==> config.mk <==
export PLATFORM = sky130hd
export DESIGN_NAME = adc_mean_tracker
export DESIGN_NICKNAME = d
export VERILOG_FILES = /design/src/rtl/adc_mean_tracker.sv
export SDC_FILE = /design/constraint.sdc
export NUM_CORES = 1
export LEC_CHECK = 0
export CORE_ASPECT_RATIO = 0.6
export CORE_MARGIN = 4
export CORE_UTILIZATION = 50
export CTS_CLUSTER_SIZE = 10
export DETAILED_ROUTE_END_ITERATION = 8
export GPL_ROUTABILITY_DRIVEN = 0
export PLACE_DENSITY = 0.88
export SLEW_MARGIN = 10
export SYNTH_ARGS = -nofsm -noshare
export SYNTH_HDL_FRONTEND = slang
export SYNTH_SLANG_ARGS = --single-unit
==> constraint.sdc <==
create_clock -name clk -period 6.8 [get_ports clk]
set_clock_uncertainty 0.15 [all_clocks]
set_input_delay 1.02 -clock clk [delete_from_list [all_inputs] [get_ports clk]]
set_output_delay 1.02 -clock clk [all_outputs]
set_load 0.01 [all_outputs]
==> src/rtl/adc_mean_tracker.sv <==
// Block-average tracker for raw ADC samples; the held mean feeds the frequency estimator's threshold.
// Optional min/max trackers are built when ADC_MEAN_TRACKER_MINMAX_EN is defined.
module adc_mean_tracker #(
    parameter int unsigned DATA_W      = 12,
    parameter int unsigned MEAN_W      = 14,
    parameter int unsigned WINDOW_LOG2 = 10,
    parameter int unsigned MEAN_INIT   = 2048
) (
    input  logic              clk,
    input  logic              rst,
    input  logic              sample_en,
    input  logic [DATA_W-1:0] data,
    input  logic              clear,
    output logic [MEAN_W-1:0] mean,
    output logic              mean_stb,
    output logic              mean_valid,
    output logic [DATA_W-1:0] data_min,
    output logic [DATA_W-1:0] data_max
);

    localparam int unsigned ACC_W = DATA_W + WINDOW_LOG2;
    localparam logic [WINDOW_LOG2-1:0] CNT_LAST = {WINDOW_LOG2{1'b1}};

    typedef enum logic [0:0] {
        ST_FILL = 1'b0,
        ST_RUN  = 1'b1
    } state_t;

    state_t                 state_q, state_d;
    logic [ACC_W-1:0]       acc_q, acc_d;
    logic [WINDOW_LOG2-1:0] cnt_q, cnt_d;
    logic [MEAN_W-1:0]      mean_q, mean_d;
    logic                   mean_stb_q, mean_stb_d;
    logic [ACC_W-1:0]       sum_s;
    logic [ACC_W-1:0]       avg_s;
    logic                   last_s;

    // The accumulator cannot overflow: a full window of all-max samples fits ACC_W exactly.
    assign sum_s  = acc_q + ACC_W'(data);
    assign avg_s  = sum_s >> WINDOW_LOG2;
    assign last_s = (cnt_q == CNT_LAST);

    // Next-state logic for the accumulator, counter, FSM and mean output.
    always_comb begin
        state_d    = state_q;
        acc_d      = acc_q;
        cnt_d      = cnt_q;
        mean_d     = mean_q;
        mean_stb_d = 1'b0;
        if (clear) begin
            acc_d = {ACC_W{1'b0}};
            cnt_d = {WINDOW_LOG2{1'b0}};
        end else if (sample_en) begin
            if (last_s) begin
                mean_d     = MEAN_W'(avg_s[DATA_W-1:0]);
                mean_stb_d = 1'b1;
                acc_d      = {ACC_W{1'b0}};
                cnt_d      = {WINDOW_LOG2{1'b0}};
                case (state_q)
                    ST_FILL: state_d = ST_RUN;
                    ST_RUN:  state_d = ST_RUN;
                    default: state_d = ST_RUN;
                endcase
            end else begin
                acc_d = sum_s;
                cnt_d = cnt_q + WINDOW_LOG2'(1);
            end
        end else begin
            acc_d = acc_q;
        end
    end

    // State registers with synchronous reset.
    always_ff @(posedge clk) begin
        if (rst) begin
            state_q    <= ST_FILL;
            acc_q      <= {ACC_W{1'b0}};
            cnt_q      <= {WINDOW_LOG2{1'b0}};
            mean_q     <= MEAN_W'(MEAN_INIT);
            mean_stb_q <= 1'b0;
        end else begin
            state_q    <= state_d;
            acc_q      <= acc_d;
            cnt_q      <= cnt_d;
            mean_q     <= mean_d;
            mean_stb_q <= mean_stb_d;
        end
    end

    assign mean       = mean_q;
    assign mean_stb   = mean_stb_q;
    assign mean_valid = (state_q == ST_RUN);

`ifdef ADC_MEAN_TRACKER_MINMAX_EN
    logic [DATA_W-1:0] run_min_q, run_min_d;
    logic [DATA_W-1:0] run_max_q, run_max_d;
    logic [DATA_W-1:0] min_q, min_d;
    logic [DATA_W-1:0] max_q, max_d;
    logic [DATA_W-1:0] smp_min_s, smp_max_s;

    assign smp_min_s = (data < run_min_q) ? data : run_min_q;
    assign smp_max_s = (data > run_max_q) ? data : run_max_q;

    // Running extremes fold in the current sample; completion latches them and restarts.
    always_comb begin
        run_min_d = run_min_q;
        run_max_d = run_max_q;
        min_d     = min_q;
        max_d     = max_q;
        if (clear) begin
            run_min_d = {DATA_W{1'b1}};
            run_max_d = {DATA_W{1'b0}};
        end else if (sample_en) begin
            if (last_s) begin
                min_d     = smp_min_s;
                max_d     = smp_max_s;
                run_min_d = {DATA_W{1'b1}};
                run_max_d = {DATA_W{1'b0}};
            end else begin
                run_min_d = smp_min_s;
                run_max_d = smp_max_s;
            end
        end else begin
            run_min_d = run_min_q;
        end
    end

    // Tracker registers with synchronous reset.
    always_ff @(posedge clk) begin
        if (rst) begin
            run_min_q <= {DATA_W{1'b1}};
            run_max_q <= {DATA_W{1'b0}};
            min_q     <= {DATA_W{1'b0}};
            max_q     <= {DATA_W{1'b0}};
        end else begin
            run_min_q <= run_min_d;
            run_max_q <= run_max_d;
            min_q     <= min_d;
            max_q     <= max_d;
        end
    end

    assign data_min = min_q;
    assign data_max = max_q;
`else
    assign data_min = {DATA_W{1'b0}};
    assign data_max = {DATA_W{1'b0}};
`endif

endmodule
==> PnR_summary.wiki <==
{| class="wikitable"
! Metric !! Value
|-
| Finished Layout Cells || 416
|-
| Arr. time, crit path || 3.71 ns
|-
| Critical path peak fanout || 15
|-
| Placed inst area || 2937 um2
|-
| Number of I/O port buffers || 29
|-
| Final setup violation count || 0
|-
| Average instance area after synthesis || 8.264 um2
|-
| GR Util All Layers || 19.52%
|-
| Clock tree from TritonCTS || yes
|-
| Sum of internal, switching and leakage power || 0.5177 mW
|-
| Area share of fa/ha/maj cells after synthesis || 6.719%
|-
| Setup repair after global routing missed its margin || false
|-
| Sinks on Clock Net || 46
|-
| Worst hold start || acc_q[11]
|-
| Share of post-route cells with drive strength above 1 || 3.429%
|-
| Hold Crit Depth || 2
|-
| Proportion of synthesized area in mux cells || 0.3682%
|-
| Class of the tightest hold or removal check || reg -> reg
|-
| Clock Path Buffers || 2
|-
| Die height || 65.12 um
|-
| Initial Util || 52.74%
|-
| Slew headroom || 28.70%
|-
| Clock root cell || sky130_fd_sc_hd__clkbuf_8
|-
| Synthesis-stage register bit count || 46
|-
| Number of hold buffers added after cts || 0
|-
| Crit. End Element || flip-flop
|-
| Final period utilization || 53.57%
|-
| Area used by multi-input combinational logic || 1609 um2
|-
| Routed wire length || 6394 um
|-
| Worst Path Required || 6.87 ns
|-
| Highest routed metal layer || met4
|-
| Cts bufs inserted || 5
|-
| Cell count after placement || 408
|-
| Sequential cell area || 920.9 um2
|-
| Most instantiated flip-flop cell in the synthesis netlist || sky130_fd_sc_hd__dfxtp_1
|-
| Internal reg-to-reg setup slack || 3.97 ns
|-
| Total congestion overflow after global routing || 0
|-
| Number of enable-type register cells in the synthesized netlist || 0
|-
| Power per standard cell area || 171.3 nW/um2
|-
| First-pass GRT wire length || 10280 um
|-
| Number of core rows || 20
|-
| Post-layout min period || 3.642 ns
|-
| Cell Area, Synth || 2719 um2
|-
| Status || finished clean
|-
| Count of vias placed by the detailed router || 2434
|-
| Post-DP HPWL || 4858 um
|-
| Clock transition time at the flip-flop clock pins of the worst setup and hold paths || 0.09 ns
|-
| Share of synthesized cell area in and, or, nand and nor gates || 19.05%
|-
| R2R Path End || mean[10]
|-
| Synth-to-Final Area Change || 11.18%
|-
| Yosys warning count || 0
|-
| Routed length on met1 || 2994 um
|-
| Yosys cell types || 51
|-
| Total length of routed met2 wires || 2701 um
|-
| Share of synthesized area occupied by flip-flops and latches || 33.87%
|-
| Count of inserted antenna diode cells || 0
|-
| Post-detailed-route wirelength per cell || 15.37 um
|-
| Transition time at the pin with the least slew margin || 1.062 ns
|-
| Classification of the worst setup path || in -> reg
|-
| Vias per cell || 5.851
|-
| Post-CTS Resized || 0
|-
| Level count of the clock H-tree || 2
|-
| MaxCap Viol Count || 0
|-
| Final Slew Violations || 0
|-
| Cell count of the worst reg-to-reg path || 9
|-
| Top library cells by usage in the layout, fill and taps aside || 46 x sky130_fd_sc_hd__dfxtp_1, 36 x sky130_fd_sc_hd__nor2_1, 29 x sky130_fd_sc_hd__clkdlybuf4s50_1
|-
| Std-Cell Core Area || 5155 um2
|-
| Post-Layout Inst Area || 3023 um2
|-
| Peak VDD IR || 78.06 uV
|-
| Hold-critical path endpoint || acc_q[11]
|-
| Buffer count from post-CTS setup fixing || 0
|-
| Clk_lat worst skew || 0.31 ns
|-
| Maximum number of pins on one net before global-route repair || 25
|-
| Total length of routed met3 wires || 582 um
|-
| Most common cell after layout, fill and taps aside || sky130_fd_sc_hd__dfxtp_1
|-
| Ports || 56
|-
| Number of antenna-violating nets in the routed design || 0
|-
| Drt first-iter violations || 205
|-
| Fraction of registers with async set/reset || 0%
|-
| Initial antenna violation count || 0
|-
| Synth Instances || 329
|-
| Worst hold margin || 0.3144 ns
|-
| Area fraction in compound gates after synthesis || 22.04%
|-
| # nets final || 379
|-
| Overall die width || 103.2 um
|-
| Hold Violations, Final || 0
|-
| Setup total negative slack || 0 ns
|-
| Number of fill cells || 471
|-
| Startpoint class of the critical path || input port
|-
| Total die area || 6720 um2
|-
| DR pass1 iterations || 8
|-
| Residual DRC || 0
|-
| Vias in the first global route || 2095
|-
| R2R Path Start || acc_q[0]
|-
| Max Clock Freq || 0.2745 GHz
|-
| Post-synthesis share of cell area spent on xor and xnor gates || 7.087%
|-
| Main combinational cell family by area after synthesis || compound AO/OA/AOI/OAI gates
|-
| P_leak || 1.154 nW
|}
-- sequential cells by signal (all words and copies together) (netlist names) --
signal	cells
mean	12
mean_stb	1
cnt_q	10
mean_valid	1
acc_q	22
-- report_power, final --
| part | internal (mW) | switching (mW) |
|---|---|---|
| sequential | 0.273 | 0.00231 |
| combinational | 0.0280 | 0.0461 |
| clock | 0.0727 | 0.0958 |
| total | 0.373 | 0.144 |
-- final cells by class --
type | instances | share of cell area, %
multi-input cells | 258 | 53.23
well taps | 66 | 2.732
repair buffers | 29 | 9.603
flip-flops and latches | 46 | 30.46
inverters | 9 | 1.118
clock inverters | 2 | 0.4553
clock buffers | 6 | 2.401
-- worst max-delay path: stages --
cell                              delay [ns]
sky130_fd_sc_hd__clkdlybuf4s50_1        0.46
sky130_fd_sc_hd__ha_1                   0.21
sky130_fd_sc_hd__inv_1                  0.08
sky130_fd_sc_hd__fa_1                   0.39
sky130_fd_sc_hd__nand2b_1               0.20
sky130_fd_sc_hd__a21o_1                 0.22
sky130_fd_sc_hd__a21oi_4                0.17
sky130_fd_sc_hd__a21oi_2                0.19
sky130_fd_sc_hd__or4_1                  0.52
sky130_fd_sc_hd__a311oi_1               0.25
-- worst max-delay path by stage --
stage          startpoint       end  depth (start not counted)
2_1_floorplan     data[0]  mean[10]                          9
6_report          data[0]  mean[10]                         10
5_1_grt           data[0]   mean[8]                         10
3_3_place_gp      data[0]  mean[10]                         10
3_5_place_dp      data[0]   mean[6]                         10
4_1_cts           data[0]   mean[6]                         10
-- cells by family (layout without fill, tap and decap cells) --
group,count (synthesis),in the layout
flops,46,46
mux,1,1
xor+xnor,22,22
buf+inv,50,46
fa+ha+maj,14,14
compound gates,87,87
simple gates,108,108
other cells,1,26
-- synth_stat cells (all sizes together), types with 5 or more instances --
master  number  area [um2]
a211oi       6       50.05
a21o         7       52.55
a21oi       20       115.1
a22oi        7       52.55
a31oi        5       31.28
buf         31       220.2
clkbuf      10       37.54
dfxtp       46       920.9
ha          13       162.7
inv          8       30.03
nand2       27       101.4
nand2b       8       50.05
nand3       10       50.05
nor2        36       135.1
o211ai       5       42.54
o21ai       15       75.07
xnor2       12       105.1
xor2        10       87.58
-- metal layers --
layer / up-vias / global-route usage (%)
met5: - / 0
met4: 0 / 5.977
met3: 16 / 5.832
met2: 112 / 27.80
met1: 1140 / 28.15
li1: 1166 / -
-- through the flow --
step / utilization, % / setup slack [ns]
floorplan: - / 3.677
global placement: 56.97 / 3.014
detailed placement: 56.97 / 2.860
CTS: 58.64 / 3.162
global route: 58.64 / 2.989
finish: 58.64 / 3.158
Note: power is estimated with default switching activity, not from simulation.
